File: config.mk
export PLATFORM = sky130hd
export DESIGN_NAME = fifo_stream_reader
export DESIGN_NICKNAME = d
export VERILOG_FILES = /design/src/rtl/fifo_pkg.sv /design/src/rtl/skid_buf2.sv /design/src/rtl/fifo_stream_reader.sv
export SDC_FILE = /design/constraint.sdc
export NUM_CORES = 1
export LEC_CHECK = 0
export CORE_ASPECT_RATIO = 0.9
export CORE_MARGIN = 4
export CORE_UTILIZATION = 49
export DETAILED_ROUTE_END_ITERATION = 7
export GPL_TIMING_DRIVEN = 0
export PLACE_DENSITY_LB_ADDON = 0.12
export SYNTH_ARGS = -nofsm -noshare
export SYNTH_HDL_FRONTEND = slang
export SYNTH_SLANG_ARGS = --single-unit
File: constraint.sdc
create_clock -name clk_i -period 3.25 [get_ports clk_i]
set_clock_uncertainty 0.2 [all_clocks]
set_input_delay 0.65 -clock clk_i [delete_from_list [all_inputs] [get_ports clk_i]]
set_output_delay 0.65 -clock clk_i [all_outputs]
set_load 0.03 [all_outputs]
File: src/rtl/fifo_pkg.sv
// Shared constants and occupancy-state encoding for the sync FIFO, its stream reader and benches.
package fifo_pkg;

    localparam int DEF_WIDTH     = 8;
    localparam int DEF_BURST_LEN = 4;
    localparam int DEF_CNT_W     = 16;

    typedef enum logic [1:0] {
        ST_IDLE = 2'd0,
        ST_ONE  = 2'd1,
        ST_FULL = 2'd2
    } occ_state_e;

    function automatic logic [1:0] state_count(input occ_state_e s);
        case (s)
            ST_ONE:  return 2'd1;
            ST_FULL: return 2'd2;
            default: return 2'd0;
        endcase
    endfunction

endpackage

File: src/rtl/skid_buf2.sv
// Two-entry in-order holding buffer; head entry is presented downstream.
// Caller guarantees no push while FULL unless a pop happens in the same cycle.
module skid_buf2 import fifo_pkg::*; #(
    parameter int WIDTH = DEF_WIDTH
) (
    input  logic             clk_i,
    input  logic             rst_ni,
    input  logic             push_i,
    input  logic [WIDTH-1:0] push_dat_i,
    input  logic             pop_i,
    output logic             vld_o,
    output logic [WIDTH-1:0] dat_o,
    output logic [1:0]       count_o
);

    occ_state_e       state_q, state_d;
    logic [WIDTH-1:0] ent0_q, ent0_d;
    logic [WIDTH-1:0] ent1_q, ent1_d;

    always_comb begin
        state_d = state_q;
        ent0_d  = ent0_q;
        ent1_d  = ent1_q;
        case (state_q)
            ST_IDLE: begin
                if (push_i) begin
                    ent0_d  = push_dat_i;
                    state_d = ST_ONE;
                end
            end
            ST_ONE: begin
                if (push_i && pop_i) begin
                    ent0_d = push_dat_i;
                end else if (push_i) begin
                    ent1_d  = push_dat_i;
                    state_d = ST_FULL;
                end else if (pop_i) begin
                    state_d = ST_IDLE;
                end
            end
            ST_FULL: begin
                if (pop_i) begin
                    ent0_d = ent1_q;
                    if (push_i) begin
                        ent1_d = push_dat_i;
                    end else begin
                        state_d = ST_ONE;
                    end
                end
            end
            default: state_d = ST_IDLE;
        endcase
    end

    always_ff @(posedge clk_i) begin
        if (!rst_ni) begin
            state_q <= ST_IDLE;
            ent0_q  <= '0;
            ent1_q  <= '0;
        end else begin
            state_q <= state_d;
            ent0_q  <= ent0_d;
            ent1_q  <= ent1_d;
        end
    end

    assign vld_o   = (state_q != ST_IDLE);
    assign dat_o   = ent0_q;
    assign count_o = state_count(state_q);

endmodule

File: src/rtl/fifo_stream_reader.sv
// Drains a 1-cycle-latency sync FIFO into a valid/ready stream with burst framing and a beat count.
module fifo_stream_reader import fifo_pkg::*; #(
    parameter int WIDTH     = DEF_WIDTH,
    parameter int BURST_LEN = DEF_BURST_LEN,
    parameter int CNT_W     = DEF_CNT_W
) (
    input  logic             clk_i,
    input  logic             rst_ni,
    input  logic             en_i,
    input  logic             fifo_empty_i,
    input  logic [WIDTH-1:0] fifo_rdata_i,
    output logic             fifo_rd_en_o,
    output logic             m_valid_o,
    input  logic             m_ready_i,
    output logic [WIDTH-1:0] m_data_o,
    output logic             m_last_o,
    output logic [CNT_W-1:0] beat_cnt_o
);

    localparam int            BW        = (BURST_LEN > 1) ? $clog2(BURST_LEN) : 1;
    localparam logic [BW-1:0] BURST_MAX = BW'(BURST_LEN - 1);

    logic             inflight_q, inflight_d;
    logic [BW-1:0]    burst_q, burst_d;
    logic [CNT_W-1:0] beat_q, beat_d;
    logic             pop;
    logic [1:0]       buf_cnt;
    logic [2:0]       occ_after;

    assign pop       = m_valid_o & m_ready_i;
    // Occupancy left after this cycle's pop; a pop always finds an entry, so no underflow.
    assign occ_after = {1'b0, buf_cnt} + {2'b00, inflight_q} - {2'b00, pop};
    assign fifo_rd_en_o = rst_ni & en_i & ~fifo_empty_i & (occ_after < 3'd2);

    skid_buf2 #(.WIDTH(WIDTH)) u_buf (
        .clk_i      (clk_i),
        .rst_ni     (rst_ni),
        .push_i     (inflight_q),
        .push_dat_i (fifo_rdata_i),
        .pop_i      (pop),
        .vld_o      (m_valid_o),
        .dat_o      (m_data_o),
        .count_o    (buf_cnt)
    );

    always_comb begin
        inflight_d = fifo_rd_en_o;
        burst_d    = burst_q;
        beat_d     = beat_q;
        if (pop) begin
            burst_d = (burst_q == BURST_MAX) ? '0 : burst_q + 1'b1;
            beat_d  = beat_q + 1'b1;
        end
    end

    always_ff @(posedge clk_i) begin
        if (!rst_ni) begin
            inflight_q <= 1'b0;
            burst_q    <= '0;
            beat_q     <= '0;
        end else begin
            inflight_q <= inflight_d;
            burst_q    <= burst_d;
            beat_q     <= beat_d;
        end
    end

    assign m_last_o   = m_valid_o & (burst_q == BURST_MAX);
    assign beat_cnt_o = beat_q;

endmodule

### After elaboration in Yosys (flattened, before gate mapping)

Cells that the tools add are included.

| word-level totals | value |
|---|---|
| bits in latches | 0 |
| bits of input ports | 13 |
| ROM bits | 0 |
| register bits after elaboration | 37 |
| bits in writable memories | 0 |
| memories | 0 |

| operators by class | value |
|---|---|
| divide/modulo/power cells | 0 |
| order comparisons | 1 |
| reduce and logical (&&, ||, !) cells | 8 |
| equal/unequal tests | 9 |
| bitwise operators | 6 |
| add/sub/neg operators | 4 |
| muxes and demuxes | 17 |
| multipliers | 0 |
| shift-type cells | 0 |

Operators with widths:

| operator | count |
|---|---|
| $mux W8 | 6 |
| $pmux W8 S3 | 1 |
| $add A16 B1 Y16 const B | 1 |
| $pmux W8 S2 | 1 |
| $mux W2 | 7 |
| $ne A2 B2 Y1 const B | 4 |
| $pmux W2 S3 | 1 |
| $and A1 B1 Y1 | 5 |
| $reduce_and A5 Y1 | 1 |
| $eq A2 B2 Y1 const B | 2 |
| $pmux W2 S2 | 1 |
| $reduce_and A4 Y1 | 1 |
| $reduce_bool A2 Y1 | 2 |
| $add A2 B1 Y3 | 1 |
| $lt A3 B2 Y1 const B | 1 |
| $ne A3 B3 Y1 const B | 1 |
| $reduce_and A3 Y1 | 1 |
| $reduce_bool A3 Y1 | 1 |
| $sub A3 B1 Y3 | 1 |
| $add A2 B1 Y2 const B | 1 |
| $eq A2 B1 Y1 const B | 1 |
| $logic_not A2 Y1 | 1 |
| $ne A2 B1 Y1 const B | 1 |
| $logic_and A1 B1 Y1 | 1 |
| $not A1 Y1 | 1 |

### Depth between registers and ports, before layout

Gate-level depths: netlist of the first run.

| depth | value |
|---|---|
| depth after elaboration | 6 |
| depth in mapped cells | 7 |
| depth with buffers taken out | 5 |

### By module

A second synthesis of the first run with hierarchy kept.

| unflattened totals | value |
|---|---|
| cell total of the unflattened synthesis | 200 |
| area, all modules | 1,800.5 um^2 |

By module, submodules not included:

| module | area each (um^2) | times used | cells an instance |
|---|---|---|---|
| fifo_stream_reader | 903.4 | 1 | 104 |
| skid_buf2 | 897.1 | 1 | 96 |

### Worst setup path before layout of the first run

OpenSTA, ideal clock, no wires.

| path | value |
|---|---|
| kind | input-to-output |
| from | input port m_ready_i |
| to | output port fifo_rd_en_o |
| stages on the path | 6 |
| arrival time | 2.823 ns |
| data required time | 2.400 ns |
| path buffers | 1 |
| setup slack | -0.423 ns |
| cells stage by stage | buf_2 -> nor3b_1 -> o21ai_0 -> fa_1 -> nand2_1 -> nor4_1 |

| between the ends | value |
|---|---|
| cells in the longest elaborated chain, start to end | 4 |

Ends and longest elaborated chain:

| element | line | source |
|---|---|---|
| from (decl) | fifo_stream_reader.sv:14 | `input logic m_ready_i,` |
| $and A1 B1 Y1 | fifo_stream_reader.sv:30 | `assign pop = m_valid_o & m_ready_i;` |
| $sub A3 B1 Y3 | fifo_stream_reader.sv:32 | `assign occ_after = {1'b0, buf_cnt} + {2'b00, inflight_q} - {2'b00, pop};` |
| $lt A3 B2 Y1 | fifo_stream_reader.sv:33 | `assign fifo_rd_en_o = rst_ni & en_i & ~fifo_empty_i & (occ_after < 3'd2);` |
| $and A1 B1 Y1 | fifo_stream_reader.sv:33 |  |
| to (decl) | fifo_stream_reader.sv:12 | `output logic fifo_rd_en_o,` |

Every way passes these cells.

### Final worst setup path of the first run

| path | value |
|---|---|
| from | register u_buf.state_q[0] |
| to | output port fifo_rd_en_o |

| between the ends | value |
|---|---|
| cells in the longest elaborated chain, start to end | 6 |
| elaborated cells on any way between the ends | 9 |

Ends and longest elaborated chain:

| element | line | source |
|---|---|---|
| from (decl) | skid_buf2.sv:16 | `occ_state_e state_q, state_d;` |
| from (signal assigned) | skid_buf2.sv:61 | `state_q <= state_d;` |
| $eq A2 B2 Y1 or $eq A2 B1 Y1 (tied branches) | fifo_pkg.sv:15 | `case (s)` |
| $pmux W2 S2 | fifo_pkg.sv:15 |  |
| $add A2 B1 Y3 | fifo_stream_reader.sv:32 |  |
| $sub A3 B1 Y3 (*) | fifo_stream_reader.sv:32 |  |
| $lt A3 B2 Y1 (*) | fifo_stream_reader.sv:33 |  |
| $and A1 B1 Y1 (*) | fifo_stream_reader.sv:33 |  |

Every way passes the cells marked *; elsewhere a longest branch is shown, timed or not.

==> results.cfg, run 1 <==
[logic_synthesis]
ys.flop_type = dfxtp_1
yosysMostFrequentCell = dfxtp_1
yosys_register_bits = 37
netlist_area_sq_um = 1709
syn_nets = 202
synth-xor-area-share_pct = 5.637
synth_top_family_by_area = simple AND/OR/NAND/NOR gates
synth-compound-area-share_pct = 12.23
synthMuxAreaShare_pct = 11.71
yosys.area.top_type_share_pct = 43.34
synthTopCellsByArea = dfxtp_1, mux2i_1, nor2_1
synth_cell_types = 36
yosys.area_share.simple_pct = 20.42
synth_common_cells = dfxtp_1, nor2_1, mux2i_1
postSynthCellCount = 186
async_flop_share_pct = 0
yosysWarnings = 0
yosysTopAreaCell = dfxtp_1
synthAdderAreaFrac_pct = 2.635
ys_seq_area_share_pct = 43.34
syn_area_per_cell_sq_um = 9.189
synth-edff-count = 0

[power]
p_per_area_nw_per_um2 = 393.5
peakVddDrop_mv = 0.2318
p_leak_nw = 0.8898

[placed_design]
gp_congestion = 0.7205
dp_slack_ns = -1.016
dpl_cell_area_sq_um = 2170
dp.cells = 269
dpl.hpwl_um = 2768
numPortBuffers = 39

[cells_and_area]
syn2layout_area_growth_pct = 34.19
utilization_pct = 67.89
final_cells = 277
num-nets-final = 249
diodes = 0
drive_gt1_share_pct = 10.30
stdcell_area_sq_um = 2293
num-fill-cells = 292

[drt]
routed_via_density = 5.278
drcViolationCount = 0
firstDrtPassIters = 4
num_vias = 1462
drtAntennaViolNets = 0
wl_per_cell_um = 13.97
drt_iter0_drc = 77
wirelength_um = 3871

[sta]
rsz0062_at_grt = false
slew_violations = 0
fin_ws_ns = 0.1395
worst_pin_slew_ns = 0.5205
post-route-period-util_pct = 95.71
hold_viol = 0
slew-limit-headroom_pct = 65.26
fmax_mhz = 321.5
setup_viol = 0
period_needed_ns = 3.111

[critical_path]
critical_path_required_ns = 2.40
cp_max_fo = 10
worst_ep_arrival_time_ns = 2.26
endpoint_kind = output port
cp-start-kind = register
setup.worst_path.class = register to output port

[floorplanning]
start_util_pct = 50.59
die-height_um = 64.03
core_sq_um = 3378
rows = 20
die_x_um = 70.26
design.die.area_sq_um = 4498
num_io_pins = 40

[clocking]
ctsRootBufferMaster = clkbuf_8
cts_buffers = 5
clockBufferDepth = 2
cts_tree = done
cts_sinks = 37
clk_pin_slew_ns = 0.07
ctsHoldBuffers = 0
insertion_delay_ns = 0.29
h-tree-depth = 2

[run_status]
outcome = complete, no violations

[grt]
grt_max_degree = 11
grt_pass1_vias = 1417
grt_util_all_layers_pct = 18.93
grt_overflow = 0
grt_pass1_wl_um = 6706
antenna_found_initial = 0

[min_path]
hp-class = register to register

[flow_run]
timing.max_cap.violations = 0
[path summary, 6_finish.rpt]
kind	startpoint	to	slack, ns	depth (start not counted)
min reg2reg	u_buf.ent1_q[2]	u_buf.ent1_q[2]	0.30	2
min	u_buf.ent1_q[2]	u_buf.ent1_q[2]	0.30	2
max reg2reg	u_buf.state_q[0]	inflight_q	1.12	7
max	u_buf.state_q[0]	fifo_rd_en_o	0.14	8
[where the power goes]
group          internal [W]  switching [W]
registers          0.000464     0.00000722
clock network      0.000168       0.000155
logic             0.0000497      0.0000583
total              0.000682       0.000221
[per-layer routing]
| metal | up-vias | track usage [%] | part of all wire, % |
|---|---|---|---|
| met4 | 0 | 7.416 | 1.8 |
| met2 | 44 | 29.56 | 46 |
| met3 | 9 | 6.132 | 5.7 |
| li1 | 739 | - | - |
| met5 | - | 0 | 0 |
| met1 | 670 | 24.17 | 46 |
[registers in the layout, indices dropped and copies added, names as in the netlist]
| name | cells |
|---|---|
| beat_cnt_o | 16 |
| u_buf.dat_o | 8 |
| u_buf.state_q | 2 |
| u_buf.ent1_q | 8 |
| inflight_q | 1 |
| burst_q | 2 |
[per-stage QoR]
| stage | setup TNS (ns) | hold slack (ns) | power (W) |
|---|---|---|---|
| floorplan | 0 | 0.2627 | 0.0005400 |
| global placement | -1.015 | 0.2663 | 0.0005824 |
| detailed placement | -1.016 | 0.2875 | 0.0005865 |
| CTS | 0 | 0.3054 | 0.0009086 |
| global route | 0 | 0.3337 | 0.0009412 |
| finish | 0 | 0.2975 | 0.0009024 |
[cell families (layout without fill, tap and decap cells)]
kind of cell	Yosys count	after routing
flops	37	37
simple gates	71	71
fa+ha+maj	3	3
mux	20	20
xor+xnor	11	11
buf+inv	16	63
compound gates	28	28
[placed cells by master, fill, tap and decap left out, types with 6 or more instances in the layout]
cell type / count
a211oi_1: 8
a21oi_1: 7
clkbuf_8: 6
clkdlybuf4s50_1: 37
dfxtp_1: 37
inv_1: 6
mux2i_1: 20
nand2_1: 6
nor2_1: 33
xnor2_1: 9
[worst max-delay path: stages, from the launching register on]
cell      delay [ns]
dfxtp_1         0.38
buf_4           0.19
nand2b_4        0.16
buf_6           0.17
inv_1           0.07
fa_1            0.53
nand2_1         0.09
nor4_4          0.22
buf_6           0.16
[area by class of cell]
| cell class | count | area [sq um] | share of cell area [%] |
|---|---|---|---|
| repair buffers | 40 | 394.1 | 17.18 |
| clock buffers | 7 | 86.33 | 3.764 |
| inverters | 6 | 22.52 | 0.9820 |
| multi-input cells | 133 | 933.4 | 40.70 |
| well taps | 44 | 55.05 | 2.400 |
| flip-flops and latches | 37 | 740.7 | 32.30 |
| plain buffers | 10 | 61.31 | 2.673 |
[repair_timing]
item,in CTS,in global routing
endpoints found under the hold margin,0,0
setup endpoints to repair,1,1
setup buffers,1,0
pin swaps,1,1
resized for setup,14,6
Power figures use the tool's default switching activity.
==> run 2, diff against run 1 <==
--- a/config.mk
+++ b/config.mk
@@ -8,5 +8,5 @@
 export CORE_ASPECT_RATIO = 0.9
 export CORE_MARGIN = 4
-export CORE_UTILIZATION = 49
+export CORE_UTILIZATION = 25
 export DETAILED_ROUTE_END_ITERATION = 7
 export GPL_TIMING_DRIVEN = 0
==> constraint.sdc (replaced) <==
create_clock -name clk_i -period 3.25 [get_ports clk_i]
set_clock_uncertainty 0.2 [all_clocks]
set_input_delay 0.4875 -clock clk_i [delete_from_list [all_inputs] [get_ports clk_i]]
set_output_delay 0.4875 -clock clk_i [all_outputs]
set_load 0.03 [all_outputs]
==> run 2 against run 1 <==
  * Die area rose by 83%
  * Power is 11% higher
  * Sequential share of layout area down 0.79 points
  * Flip-flop and latch count stayed put
  * Worst setup slack better by 0.041 ns
  * Combinational power hardly changed
  * Final area is 2.5% higher
  * Critical endpoint unchanged
  * Highest routed layer unchanged
==> results.cfg, run 2 (same netlist as run 1, synthesis figures left out) <==
[clocking]
ctsRootBufferMaster = clkbuf_8
clockBufferDepth = 2
insertion_delay_ns = 0.30
cts_buffers = 5
cts_sinks = 37
cts_setup_buffers = 0
clk_pin_slew_ns = 0.08
ctsHoldBuffers = 0
cts_tree = done
h-tree-depth = 2

[power]
intPower_w = 0.0007605
clockPowerShare_pct = 42.6
power_w = 0.001003
power.switching_w = 0.0002428
p_leak_nw = 0.8918
p_per_area_nw_per_um2 = 426.7
comb_power_share_pct = 10.5
swShare_pct = 24.20
p_seq_share_pct = 46.9
peakVddDrop_mv = 0.1559

[floorplanning]
core_sq_um = 6621
start_util_pct = 25.81
design.die.area_sq_um = 8225
rows = 28
num_io_pins = 40
die-height_um = 86.44
die_x_um = 95.16

[flow_run]
timing.max_cap.violations = 0

[cells_and_area]
diodes = 0
num-nets-final = 248
num-fill-cells = 710
final_cell_mix = dfxtp_1, clkdlybuf4s50_1, nor2_1
largest_reg_flops = 16
drive_gt1_share_pct = 9.871
syn2layout_area_growth_pct = 37.55

[placed_design]
numPortBuffers = 39
dpl.hpwl_um = 2995
gp_congestion = 0.7198

[min_path]
hp-class = register to register
hold_depth = 2

[sta]
post-route-period-util_pct = 94.44
slew-limit-headroom_pct = 64.01
whs_ns = 0.2928
hold_viol = 0
period_needed_ns = 3.069
rsz0062_at_grt = false
setup_viol = 0
slew_violations = 0
fmax_mhz = 325.8
worst_pin_slew_ns = 0.5398

[grt]
grt_pass1_wl_um = 6934
grt_overflow = 0
grt_max_degree = 13
grt_util_all_layers_pct = 11.06
antenna_found_initial = 0
grt_pass1_vias = 1381

[drt]
drt_iter0_drc = 32
routed_via_density = 4.520
num_vias = 1460
wl_per_cell_um = 12.88
wirelength_um = 4159
firstDrtPassIters = 6
drtAntennaViolNets = 0
drcViolationCount = 0

[critical_path]
critical_path_required_ns = 2.56
rrSetupSlack_ns = 1.05
setup.worst_path.class = register to output port
r2r_cells = 7
slowest_stage = fa_1
critPathMaxStageDelay_ns = 0.54
endpoint_kind = output port
cp_max_fo = 10
crit_path_frequent_cell = buf_4
worst_ep_arrival_time_ns = 2.38
cp_cell_sequence = buf_2, nand2b_1, buf_4, inv_1, fa_1, nand2_1, nor4_2, buf_4
cp-start-kind = register

[run_status]
outcome = complete, no violations
-- run 2: cell type report --
type	instances	area [sq um]	share of cell area (%)
Clock inverter	2	37.54	1.597
Clock buffer	6	82.58	3.513
Sequential cell	37	740.7	31.51
Tap cell	90	112.6	4.790
Timing Repair Buffer	39	386.6	16.44
Buffer	10	51.30	2.182
Multi-Input combinational cell	133	917.1	39.01
Inverter	6	22.52	0.9580
-- run 2: critical path, delay by kind of cell (launching register included) --
kind                     cells  cell delay, ns
buffers and inverters        4            0.73
adder cells (fa/ha/maj)      1            0.54
flip-flops                   1            0.37
AND/OR/NAND/NOR              3            0.45
-- run 2: worst paths after layout --
kind                    start              to
max          u_buf.state_q[0]    fifo_rd_en_o
min reg2reg    beat_cnt_o[15]  beat_cnt_o[15]
min            beat_cnt_o[15]  beat_cnt_o[15]
max reg2reg  u_buf.state_q[0]      inflight_q
-- run 2: timing repair --
| action | 4_1_cts | 5_1_grt |
|---|---|---|
| resized for setup | 11 | 2 |
| setup endpoints to repair | 1 | 1 |
| pin swaps | 0 | 0 |
| hold endpoints to repair | 0 | 0 |
-- run 2: per-stage QoR --
stage	worst slack, ns	utilization [%]	TNS [ns]	cell area, sq um	instances
floorplan	0.2329	-	0	1715	186
global placement	-0.7287	33.50	-0.7287	2218	315
detailed placement	-0.7574	33.50	-0.7574	2218	315
CTS	0.04070	35.47	0	2349	323
global route	0.02544	35.51	0	2351	323
finish	0.1808	35.51	0	2351	323
-- run 2: per-layer routing --
layer	wire, um	track usage [%]	vias up
met5	0	0	-
met4	63	4.849	0
met3	155	3.038	4
met2	1818	15.96	33
met1	2121	15.34	683
li1	-	-	740
-- run 2: power by group through the flow --
stage | Sequential (W) | Combinational, W | Clock, W
floorplan | 0.000496 | 0.0000427 | 0
global route | 0.000472 | 0.000115 | 0.000460
CTS | 0.000471 | 0.000106 | 0.000443
global placement | 0.000482 | 0.000105 | 0
detailed placement | 0.000482 | 0.000105 | 0
finish | 0.000471 | 0.000105 | 0.000428
